--- src/rtl/apb_uart_pkg.sv ---
// Shared register map, bit positions and state encodings for the APB UART.
package apb_uart_pkg;

  // Register index = PADDR[4:2]
  localparam logic [2:0] REG_DATA   = 3'd0;
  localparam logic [2:0] REG_STAT   = 3'd1;
  localparam logic [2:0] REG_CTRL   = 3'd2;
  localparam logic [2:0] REG_DIV    = 3'd3;
  localparam logic [2:0] REG_IRQ_EN = 3'd4;
  localparam logic [2:0] REG_RX_THR = 3'd5;

  localparam int unsigned STAT_TXFULL    = 0;
  localparam int unsigned STAT_TXEMPTY   = 1;
  localparam int unsigned STAT_RXFULL    = 2;
  localparam int unsigned STAT_RXEMPTY   = 3;
  localparam int unsigned STAT_OVERRUN   = 4;
  localparam int unsigned STAT_PARITY    = 5;
  localparam int unsigned STAT_FRAME     = 6;
  localparam int unsigned STAT_TXBUSY    = 7;
  localparam int unsigned STAT_RXLVL_LSB = 8;

  localparam int unsigned CTRL_TX_EN    = 0;
  localparam int unsigned CTRL_RX_EN    = 1;
  localparam int unsigned CTRL_PAR_LSB  = 2;
  localparam int unsigned CTRL_TWO_STOP = 4;

  localparam int unsigned IRQ_RX_THR   = 0;
  localparam int unsigned IRQ_TX_EMPTY = 1;
  localparam int unsigned IRQ_ERR      = 2;

  typedef enum logic [1:0] {
    PAR_NONE     = 2'b00,
    PAR_EVEN     = 2'b01,
    PAR_ODD      = 2'b10,
    PAR_NONE_ALT = 2'b11
  } parity_e;

  typedef enum logic [2:0] {
    TX_IDLE, TX_START, TX_DATA, TX_PARITY, TX_STOP1, TX_STOP2
  } tx_state_e;

  typedef enum logic [2:0] {
    RX_IDLE, RX_START, RX_DATA, RX_PARITY, RX_STOP
  } rx_state_e;

  function automatic logic parity_on(input parity_e p);
    return (p == PAR_EVEN) || (p == PAR_ODD);
  endfunction

  function automatic logic parity_bit(input logic [7:0] d, input parity_e p);
    return (^d) ^ (p == PAR_ODD);
  endfunction

endpackage

--- src/rtl/uart_sync_fifo.sv ---
// Synchronous FIFO; a pop on empty is ignored, a push on full is accepted
// only when a pop frees the slot in the same cycle.
module uart_sync_fifo #(
  parameter int unsigned Width = 8,
  parameter int unsigned Depth = 16
) (
  input  logic                     clk,
  input  logic                     rst,
  input  logic                     push,
  input  logic                     pop,
  input  logic [Width-1:0]         wdata,
  output logic [Width-1:0]         rdata,
  output logic                     full,
  output logic                     empty,
  output logic [$clog2(Depth):0]   level
);
  localparam int unsigned AW = $clog2(Depth);

  logic [Width-1:0] mem [Depth];
  logic [AW-1:0]    wptr, rptr;
  logic             do_push, do_pop;

  assign empty   = (level == '0);
  assign full    = level[AW];
  assign do_pop  = pop & ~empty;
  assign do_push = push & (~full | do_pop);
  assign rdata   = mem[rptr];

  always_ff @(posedge clk) begin
    if (rst) begin
      wptr  <= '0;
      rptr  <= '0;
      level <= '0;
    end else begin
      if (do_push) wptr <= wptr + 1'b1;
      if (do_pop)  rptr <= rptr + 1'b1;
      case ({do_push, do_pop})
        2'b10:   level <= level + 1'b1;
        2'b01:   level <= level - 1'b1;
        default: ;
      endcase
    end
  end

  always_ff @(posedge clk) begin
    if (do_push) mem[wptr] <= wdata;
  end

endmodule

--- src/rtl/apb_uart_fifo.sv ---
// APB3 UART: register file, TX/RX FIFOs, TX and RX framing FSMs, level IRQ.
module apb_uart_fifo
  import apb_uart_pkg::*;
#(
  parameter int unsigned ApbAddrWidth = 32,
  parameter int unsigned ApbDataWidth = 32,
  parameter int unsigned TxFifoDepth  = 16,
  parameter int unsigned RxFifoDepth  = 16,
  parameter logic [15:0] DefaultDiv   = 16'd86
) (
  input  logic                    CLK,
  input  logic                    RST,
  input  logic [ApbAddrWidth-1:0] PADDR,
  input  logic [ApbDataWidth-1:0] PWDATA,
  input  logic                    PWRITE,
  input  logic                    PSEL,
  input  logic                    PENABLE,
  output logic [ApbDataWidth-1:0] PRDATA,
  output logic                    PREADY,
  output logic                    PSLVERR,
  input  logic                    rx_i,
  output logic                    tx_o,
  output logic                    event_o
);
  logic [4:0]  ctrl;
  logic [15:0] div;
  logic [2:0]  irq_en;
  logic [7:0]  rx_thr;
  logic        overrun, parity_err, frame_err;

  logic        access, mapped, err, is_data;
  logic [2:0]  addr;
  logic        unused_ok;

  logic        tx_push, tx_pop, tx_full, tx_empty;
  logic [7:0]  tx_rdata;
  logic [$clog2(TxFifoDepth):0] tx_level;
  logic        rx_push, rx_pop, rx_full, rx_empty;
  logic [7:0]  rx_rdata;
  logic [$clog2(RxFifoDepth):0] rx_level;
  logic [7:0]  rx_level8, thr_eff;
  logic [15:0] stat;

  tx_state_e   tx_state;
  logic [15:0] tx_cnt, tx_div;
  logic [7:0]  tx_shift;
  logic [2:0]  tx_bit;
  logic        tx_par_on, tx_par_val, tx_two, tx_tick, tx_busy;

  rx_state_e   rx_state;
  logic [1:0]  rx_sync;
  logic        rx_s, rx_d;
  logic [15:0] rx_cnt, rx_div;
  logic [7:0]  rx_shift;
  logic [2:0]  rx_bit;
  parity_e     rx_par;
  logic        rx_par_bad, rx_tick, rx_half, rx_par_mis, stop_tick;
  logic        ovr_set, par_set, frm_set, irq_next;

  assign unused_ok = ^{PADDR, PWDATA, tx_level};

  assign PREADY  = 1'b1;
  assign access  = PSEL & PENABLE;
  assign addr    = PADDR[4:2];
  assign mapped  = (addr <= REG_RX_THR);
  assign is_data = (addr == REG_DATA);
  assign err     = access & (~mapped | (is_data & PWRITE & tx_full)
                                     | (is_data & ~PWRITE & rx_empty));
  assign PSLVERR = err;
  assign tx_push = access & PWRITE & is_data & ~tx_full;
  assign rx_pop  = access & ~PWRITE & is_data & ~rx_empty;

  assign tx_busy   = (tx_state != TX_IDLE);
  assign rx_level8 = 8'(rx_level);
  assign thr_eff   = (rx_thr == 8'd0) ? 8'd1 : rx_thr;

  always_comb begin
    stat = '0;
    stat[STAT_TXFULL]  = tx_full;
    stat[STAT_TXEMPTY] = tx_empty;
    stat[STAT_RXFULL]  = rx_full;
    stat[STAT_RXEMPTY] = rx_empty;
    stat[STAT_OVERRUN] = overrun;
    stat[STAT_PARITY]  = parity_err;
    stat[STAT_FRAME]   = frame_err;
    stat[STAT_TXBUSY]  = tx_busy;
    stat[STAT_RXLVL_LSB +: 8] = rx_level8;
  end

  always_comb begin
    PRDATA = '0;
    if (access & ~PWRITE & ~err) begin
      case (addr)
        REG_DATA:   PRDATA[7:0]  = rx_rdata;
        REG_STAT:   PRDATA[15:0] = stat;
        REG_CTRL:   PRDATA[4:0]  = ctrl;
        REG_DIV:    PRDATA[15:0] = div;
        REG_IRQ_EN: PRDATA[2:0]  = irq_en;
        REG_RX_THR: PRDATA[7:0]  = rx_thr;
        default:    PRDATA       = '0;
      endcase
    end
  end

  assign irq_next = (irq_en[IRQ_RX_THR]   & (rx_level8 >= thr_eff))
                  | (irq_en[IRQ_TX_EMPTY] & tx_empty & ~tx_busy)
                  | (irq_en[IRQ_ERR]      & (overrun | parity_err | frame_err));

  // Flag set pulses are applied after STAT clears so a coincident event is not lost.
  always_ff @(posedge CLK) begin
    if (RST) begin
      ctrl       <= '0;
      div        <= DefaultDiv;
      irq_en     <= '0;
      rx_thr     <= 8'd1;
      overrun    <= 1'b0;
      parity_err <= 1'b0;
      frame_err  <= 1'b0;
      event_o    <= 1'b0;
    end else begin
      if (access & PWRITE & ~err) begin
        case (addr)
          REG_STAT: begin
            if (PWDATA[STAT_OVERRUN]) overrun    <= 1'b0;
            if (PWDATA[STAT_PARITY])  parity_err <= 1'b0;
            if (PWDATA[STAT_FRAME])   frame_err  <= 1'b0;
          end
          REG_CTRL:   ctrl   <= PWDATA[4:0];
          REG_DIV:    div    <= PWDATA[15:0];
          REG_IRQ_EN: irq_en <= PWDATA[2:0];
          REG_RX_THR: rx_thr <= PWDATA[7:0];
          default: ;
        endcase
      end
      if (ovr_set) overrun    <= 1'b1;
      if (par_set) parity_err <= 1'b1;
      if (frm_set) frame_err  <= 1'b1;
      event_o <= irq_next;
    end
  end

  uart_sync_fifo #(.Width(8), .Depth(TxFifoDepth)) u_tx_fifo (
    .clk(CLK), .rst(RST), .push(tx_push), .pop(tx_pop), .wdata(PWDATA[7:0]),
    .rdata(tx_rdata), .full(tx_full), .empty(tx_empty), .level(tx_level)
  );

  uart_sync_fifo #(.Width(8), .Depth(RxFifoDepth)) u_rx_fifo (
    .clk(CLK), .rst(RST), .push(rx_push), .pop(rx_pop), .wdata(rx_shift),
    .rdata(rx_rdata), .full(rx_full), .empty(rx_empty), .level(rx_level)
  );

  assign tx_pop  = (tx_state == TX_IDLE) & ctrl[CTRL_TX_EN] & ~tx_empty;
  assign tx_tick = (tx_cnt == tx_div);

  always_ff @(posedge CLK) begin
    if (RST) begin
      tx_state   <= TX_IDLE;
      tx_o       <= 1'b1;
      tx_cnt     <= '0;
      tx_div     <= '0;
      tx_shift   <= '0;
      tx_bit     <= '0;
      tx_par_on  <= 1'b0;
      tx_par_val <= 1'b0;
      tx_two     <= 1'b0;
    end else if (tx_state == TX_IDLE) begin
      tx_o <= 1'b1;
      if (tx_pop) begin
        tx_shift   <= tx_rdata;
        tx_div     <= div;
        tx_par_on  <= parity_on(parity_e'(ctrl[CTRL_PAR_LSB +: 2]));
        tx_par_val <= parity_bit(tx_rdata, parity_e'(ctrl[CTRL_PAR_LSB +: 2]));
        tx_two     <= ctrl[CTRL_TWO_STOP];
        tx_cnt     <= '0;
        tx_state   <= TX_START;
        tx_o       <= 1'b0;
      end
    end else if (!tx_tick) begin
      tx_cnt <= tx_cnt + 1'b1;
    end else begin
      tx_cnt <= '0;
      case (tx_state)
        TX_START: begin
          tx_state <= TX_DATA;
          tx_bit   <= '0;
          tx_o     <= tx_shift[0];
        end
        TX_DATA: begin
          if (tx_bit == 3'd7) begin
            tx_state <= tx_par_on ? TX_PARITY : TX_STOP1;
            tx_o     <= tx_par_on ? tx_par_val : 1'b1;
          end else begin
            tx_bit   <= tx_bit + 1'b1;
            tx_shift <= tx_shift >> 1;
            tx_o     <= tx_shift[1];
          end
        end
        TX_PARITY: begin
          tx_state <= TX_STOP1;
          tx_o     <= 1'b1;
        end
        TX_STOP1: tx_state <= tx_two ? TX_STOP2 : TX_IDLE;
        default:  tx_state <= TX_IDLE;
      endcase
    end
  end

  assign rx_s       = rx_sync[1];
  assign rx_tick    = (rx_cnt == rx_div);
  assign rx_half    = (17'(rx_cnt) + 17'd1) >= ((17'(rx_div) + 17'd1) >> 1);
  assign rx_par_mis = (rx_s != parity_bit(rx_shift, rx_par));
  assign stop_tick  = (rx_state == RX_STOP) & rx_tick;
  assign par_set    = (rx_state == RX_PARITY) & rx_tick & rx_par_mis;
  assign frm_set    = stop_tick & ~rx_s;
  assign ovr_set    = stop_tick & rx_s & ~rx_par_bad & rx_full;
  assign rx_push    = stop_tick & rx_s & ~rx_par_bad & ~rx_full;

  always_ff @(posedge CLK) begin
    if (RST) begin
      rx_sync    <= 2'b11;
      rx_d       <= 1'b1;
      rx_state   <= RX_IDLE;
      rx_cnt     <= '0;
      rx_div     <= '0;
      rx_shift   <= '0;
      rx_bit     <= '0;
      rx_par     <= PAR_NONE;
      rx_par_bad <= 1'b0;
    end else begin
      rx_sync <= {rx_sync[0], rx_i};
      rx_d    <= rx_s;
      case (rx_state)
        RX_IDLE: begin
          if (ctrl[CTRL_RX_EN] & rx_d & ~rx_s) begin
            rx_state   <= RX_START;
            rx_cnt     <= '0;
            rx_div     <= div;
            rx_par     <= parity_e'(ctrl[CTRL_PAR_LSB +: 2]);
            rx_par_bad <= 1'b0;
          end
        end
        RX_START: begin
          if (rx_half) begin
            rx_cnt   <= '0;
            rx_bit   <= '0;
            rx_state <= rx_s ? RX_IDLE : RX_DATA;
          end else begin
            rx_cnt <= rx_cnt + 1'b1;
          end
        end
        RX_DATA: begin
          if (rx_tick) begin
            rx_cnt   <= '0;
            rx_shift <= {rx_s, rx_shift[7:1]};
            rx_bit   <= rx_bit + 1'b1;
            if (rx_bit == 3'd7) rx_state <= parity_on(rx_par) ? RX_PARITY : RX_STOP;
          end else begin
            rx_cnt <= rx_cnt + 1'b1;
          end
        end
        RX_PARITY: begin
          if (rx_tick) begin
            rx_cnt     <= '0;
            rx_par_bad <= rx_par_mis;
            rx_state   <= RX_STOP;
          end else begin
            rx_cnt <= rx_cnt + 1'b1;
          end
        end
        RX_STOP: begin
          if (rx_tick) begin
            rx_cnt   <= '0;
            rx_state <= RX_IDLE;
          end else begin
            rx_cnt <= rx_cnt + 1'b1;
          end
        end
        default: rx_state <= RX_IDLE;
      endcase
    end
  end

endmodule

--- config.mk ---
export PLATFORM = sky130hd
export DESIGN_NAME = apb_uart_fifo
export DESIGN_NICKNAME = d
export VERILOG_FILES = /design/src/rtl/apb_uart_pkg.sv /design/src/rtl/uart_sync_fifo.sv /design/src/rtl/apb_uart_fifo.sv
export SDC_FILE = /design/constraint.sdc
export NUM_CORES = 1
export LEC_CHECK = 0
export BUFFER_PORTS_ARGS = -buffer_cell sky130_fd_sc_hd__clkbuf_2
export CAP_MARGIN = 5
export CORE_ASPECT_RATIO = 0.6
export CORE_UTILIZATION = 47
export CTS_BUF_LIST = sky130_fd_sc_hd__clkbuf_8
export DETAILED_ROUTE_END_ITERATION = 16
export PLACE_DENSITY = 0.65
export SLEW_MARGIN = 10
export SYNTH_ARGS = -nofsm -noshare
export SYNTH_HDL_FRONTEND = slang
export SYNTH_SLANG_ARGS = --single-unit
--- constraint.sdc ---
create_clock -name CLK -period 6.7 [get_ports CLK]
set_input_delay 0.67 -clock CLK [delete_from_list [all_inputs] [get_ports CLK]]
set_output_delay 0.67 -clock CLK [all_outputs]
set_load 0.005 [all_outputs]
* Word-level counts from Yosys, hierarchy flattened
Memory sizes are Yosys's and may differ from the RTL's. A register that Yosys moved wholly into a read port is not among the register bits.
Index checks and enable logic that the tools add are counted.
** Storage, ports and cells
- Register bits :: 164
- Memory bits (writable) :: 256
- Logic and storage cells :: 260
- Memories :: 2
** Memories
- u_rx_fifo.mem :: words 16, bits a word 8, read ports 1, clocked after memory_dff 1, write ports 1, line uart_sync_fifo.sv:19 : logic [Width-1:0] mem [Depth];
- u_tx_fifo.mem :: words 16, bits a word 8, read ports 1, clocked after memory_dff 1, write ports 1, line uart_sync_fifo.sv:19
** Cells by class
- $add $sub $neg :: 14
- $lt $le $gt $ge :: 3
- Equal/unequal tests :: 36
- Muxes and demuxes :: 70
- Bitwise operators :: 55
- Reductions and logical operators :: 48
** Operators with widths (count)
- 16-bit 2-to-1 mux :: 7
- 3-bit 2-to-1 mux :: 16
- 8-bit 2-to-1 mux :: 6
- 16-bit case mux with 3 select lines :: 1
- 16-bit by 1-bit adder with 17-bit output, second input constant :: 2
- 1-bit AND :: 34
- 16-bit by 1-bit adder with 16-bit output, second input constant :: 2
- 16-bit equality test :: 2
- 2-bit nonzero test :: 16
- 3-bit case mux with 4 select lines :: 2
- 1-bit 2-to-1 mux :: 23
- 5-bit case mux with 2 select lines :: 2
- 3-bit by 2-bit equality test with 1-bit output, second input constant :: 6
- 3-bit equality test, second input constant :: 6
- 3-bit case mux with 6 select lines :: 1
- 2-bit AND reduction :: 9
- 3-bit AND reduction :: 6
- 17-bit by 16-bit greater-or-equal comparator with 1-bit output :: 1
- 4-bit by 1-bit adder with 4-bit output, second input constant :: 4
- 4-bit 2-to-1 mux :: 4
- 2-bit inequality test, second input constant :: 8
- 8-bit case mux with 2 select lines :: 1
- 8-bit XOR reduction :: 2
- 3-bit case mux with 5 select lines :: 1
- other kinds (28) :: 64

* Logic depth before layout (Yosys ltp)
- Depth in word-level cells :: 10
- Depth in mapped cells :: 17
- Depth with buffers taken out :: 15

* Hierarchy
A second synthesis with hierarchy kept.
** Second synthesis, totals
- Cell total of the unflattened synthesis :: 1617
- Area total of the unflattened synthesis :: 19491.2 µm²
** By module, submodules not included
- apb_uart_fifo :: times used 1, cells each 996, area an instance 7798.7 µm², sequential area each 2762.6 µm²
- uart_sync_fifo (u_rx_fifo) :: times used 1, cells each 297, area an instance 5866.9 µm², sequential area each 4184.0 µm²
- uart_sync_fifo (u_tx_fifo) :: times used 1, cells each 324, area an instance 5825.6 µm², sequential area each 4184.0 µm²

* Least setup slack after synthesis
OpenSTA, ideal clock, no wires.
- Path type :: input to register
- From :: input port PADDR[4]
- To :: register u_tx_fifo.level[4]
- Arrival :: 3.334 ns
- Path slack :: 3.296 ns
- Stages :: 12
- Cell sequence :: clkbuf_1 -> or3_1 -> clkbuf_1 -> nor3_1 -> inv_1 -> ha_1 -> ha_1 -> a21o_1 -> a21oi_1 -> xnor2_1 -> or3_1 -> a21oi_1
** Between the ends
- Word-level cells in the longest chain between the ends :: 6
- Elaborated cells between the ends (all ways) :: 8
- Classes of those cells :: eq/ne: 2; mux: 1; bitwise: 3; reduce/logical: 2
** RTL lines
- start, declared :: line apb_uart_fifo.sv:13 : input logic [ApbAddrWidth-1:0] PADDR,
- 3-bit logical NOT * :: line apb_uart_fifo.sv:66 : assign is_data = (addr == REG_DATA);
- 1-bit AND * (2 in series) :: line apb_uart_fifo.sv:70 : assign tx_push = access & PWRITE & is_data & ~tx_full;
- 1-bit AND * :: line uart_sync_fifo.sv:26 : assign do_push = push & (~full | do_pop);
- 2-bit by 1-bit equality test with 1-bit output or 2-bit equality test (tied branches) :: line uart_sync_fifo.sv:37 : case ({do_push, do_pop})
- 5-bit case mux with 2 select lines or 2-bit nonzero test (tied branches)
- end signal, assigned :: line uart_sync_fifo.sv:38 : 2'b10: level <= level + 1'b1;
- end signal, assigned :: line uart_sync_fifo.sv:39 : 2'b01: level <= level - 1'b1;
- end, declared :: line uart_sync_fifo.sv:15 : output logic [$clog2(Depth):0] level
Every way passes the cells marked *; elsewhere a longest branch is shown, timed or not.
A chain may end at the register's enable or synchronous reset.

==> metrics.txt <==
vias in the first global route=11593; outcome=finished, final reports clean; Final ANT Viol Nets=0; clock group share of total power=41.3%; Die Width=262.8 µm; antenna violations before repair=0; startpoint types=flop; Pint=0.004063 W; post-layout min period=4.484 ns; wire per inst=19.77 µm; core area=39660 µm²; DR DRC count=0; vias post-DR=12412; Final Skew=0.03880 ns; clock latency on the worst-skew pair=0.65 ns; # diodes=0; iteration count of the initial detailed-routing pass=5; TritonCTS clock tree=done; sequential fraction of design power=53.0%; PD cells=254.5 nW/µm²; Max Slew Vio Count=0; count leader, synth=edfxtp_1; placed inst area=19710 µm²; TritonCTS Buffers=61; buffers from clock root to sink, at most=3; sequential cell area fraction in the yosys report=58.05%; Worst Max-Slew Pin Slew=1.137 ns; Post-Syn Area=19180 µm²; worst hold-check path type=in2reg; WP data arrival=3.81 ns; critical path's largest stage delay=0.72 ns; final setup TNS=0 ns; final hold vios=0; fin crit share=66.93%; ordered cell list for the critical path=buf_4, mux4_2, mux4_2, nor2b_1, a211oi_1, a211oi_1, a21oi_1, nor2_1, clkbuf_2; number of flops mapped to enable cells by yosys=256; Area Overhead vs Synth=9.618%; DP HPWL=28780 µm; io pins=106; # hold bufs at CTS=0; 1st-iter DRT viols=1095; die area=41640 µm²; cts repair resizes=0; Root Driver=clkbuf_8; Initial Utilization=48.35%; chip height=158.5 µm; Setup CP Type=reg2out; Yosys cell types=64; Bufs and invs on worst path=2; FF+latch count, synth=428; CP endpoint kind=primary output; switch share=24.06%; Non-Filler Cell Area, Final=21020 µm²; Worst Setup Slack, final=2.216 ns; CTS Sinks=428; Mean Syn Cell Area=12.05 µm²; RSZ-0062 raised after global routing=no; largest net degree at the start of global routing=92; # rows=56; # setup viols final=0; H-tree levels=2; VDD IR-drop max=0.1883 mV; asr flop ratio synth=0%; NetSw=0.001288 W; drt total wl=43420 µm; vias per cell=5.652; Pwr Total=0.005351 W; LEAKAGE=7.318 nW; Comb pwr share=5.7%; Clock transition at path regs=0.07 ns; fraction of layout cells with a size suffix above 1=15.29%; first-pass GRT wire length=67050 µm; Port Buffer Count=43; Synth Flop Type=edfxtp_1; Fin Hold WS=0.2112 ns; fillers=3389; GRT Total Usage=20.92%; synth top area cells=edfxtp_1, dfxtp_1, mux4_2; critical path required time=6.03 ns; Gate Count Post-Synth=1591; Synth top cells by count=edfxtp_1, nor2_1, nand2_1, dfxtp_1, a21oi_1; Setup Fix Bufs, Post-CTS=0; CP delay by family, top=multiplexers; Slew HR=23.90%; Fmax=0.2230 GHz; GP Congestion=0.8689; dpl ws=2.708 ns; Slowest-stage cell, CP=dfxtp_2; max-cap violation count=0; Final nets=1742; Synth top area share=40.09%; Yosys warning count=0; post-synth top area cell=edfxtp_1; gr ovfl total=0; Max FO, Critical Path=17
## cell type report
class / instances / area (µm²) / share of cell area (%)
Clock buffer: 67 / 922.1 / 4.387
Multi-Input combinational cell: 1050 / 7511 / 35.73
Timing Repair Buffer: 57 / 322.8 / 1.536
Clock inverter: 48 / 386.6 / 1.839
Inverter: 24 / 91.34 / 0.4345
Tap cell: 522 / 653.1 / 3.107
Sequential cell: 428 / 11130 / 52.96
## per-layer routing
metal | track usage [%] | share of wire, % | vias up
li1 | - | - | 5826
met4 | 6.218 | 2.2 | 0
met5 | 0.2350 | 0 | -
met3 | 3.634 | 6.5 | 69
met2 | 30.33 | 42 | 399
met1 | 31.92 | 49 | 6118
## per-stage QoR
step                      instances  utilization, %
final                          2196           53.00
after global routing           2196           53.00
after CTS                      2196           52.99
after detailed placement       2081           49.69
after global placement         2081           49.69
after floorplan                1606               -
## kinds of logic after synthesis
group	synth area share (%)
AO/OA/AOI/OAI	7.138
flip-flops	58.05
XOR/XNOR	4.261
multiplexers	10.93
buffers and inverters	3.184
adder cells (fa/ha/maj)	3.341
AND/OR/NAND/NOR	13.06
other	0.03916
## final timing paths
| path | start | endpoint | slack, ns | cells past startpoint |
|---|---|---|---|---|
| worst min register to register | rx_sync[0] | rx_sync[1] | 0.41 | 1 |
| worst max-delay path | flop | PRDATA[1] | 2.22 | 9 |
| worst min-delay path | rx_i | rx_sync[0] | 0.21 | 2 |
| worst max register to register | rx_cnt[3] | rx_cnt[0] | 2.81 | 15 |
## cell usage in the layout (no fill, tap or decap), types with 11 or more instances in the layout
cell      Yosys  layout
clkinv_2      1      16
a21oi_1     121     121
clkbuf_2      0      42
buf_4        19      15
o21ai_0      18      18
a311oi_1     14      14
nand4_1      19      19
nor3_1       20      16
clkbuf_8      0      67
mux4_2       72      72
o21ai_1      12      12
nand2b_1     15      15
dfxtp_1     172     170
conb_1        2      17
nor2b_1      24      24
a21o_1       11      11
nor2_1      185     185
ha_1         48      48
nand3_1      36      36
xnor2_1      42      42
and3_1       17      17
or2_2        11      11
nand2_1     183     183
mux2i_1      35      35
a22oi_1      22      22
inv_1        22      33
xor2_1       45      45
edfxtp_1    256     256
nand3b_1     11      11
## power groups by stage
stage / sequential (W) / combinational, W / clock [W]
after CTS: 0.00284 / 0.000305 / 0.00225
after floorplan: 0.00288 / 0.000241 / 0
after global routing: 0.00284 / 0.000344 / 0.00238
final: 0.00284 / 0.000306 / 0.00221
after detailed placement: 0.00289 / 0.000304 / 0
after global placement: 0.00289 / 0.000293 / 0
## flip-flops by register name (all words and copies together), names as in the netlist, 4 cells and up, named ones only
name,count
u_rx_fifo.mem,128
u_tx_fifo.mem,128
div,16
rx_cnt,16
rx_div,16
tx_cnt,16
tx_div,16
rx_shift,8
rx_thr,8
tx_shift,8
ctrl,5
u_rx_fifo.level,5
u_tx_fifo.level,5
u_rx_fifo.rptr,4
u_rx_fifo.wptr,4
u_tx_fifo.rptr,4
u_tx_fifo.wptr,4
No activity file was read; power rests on OpenSTA's default activity.
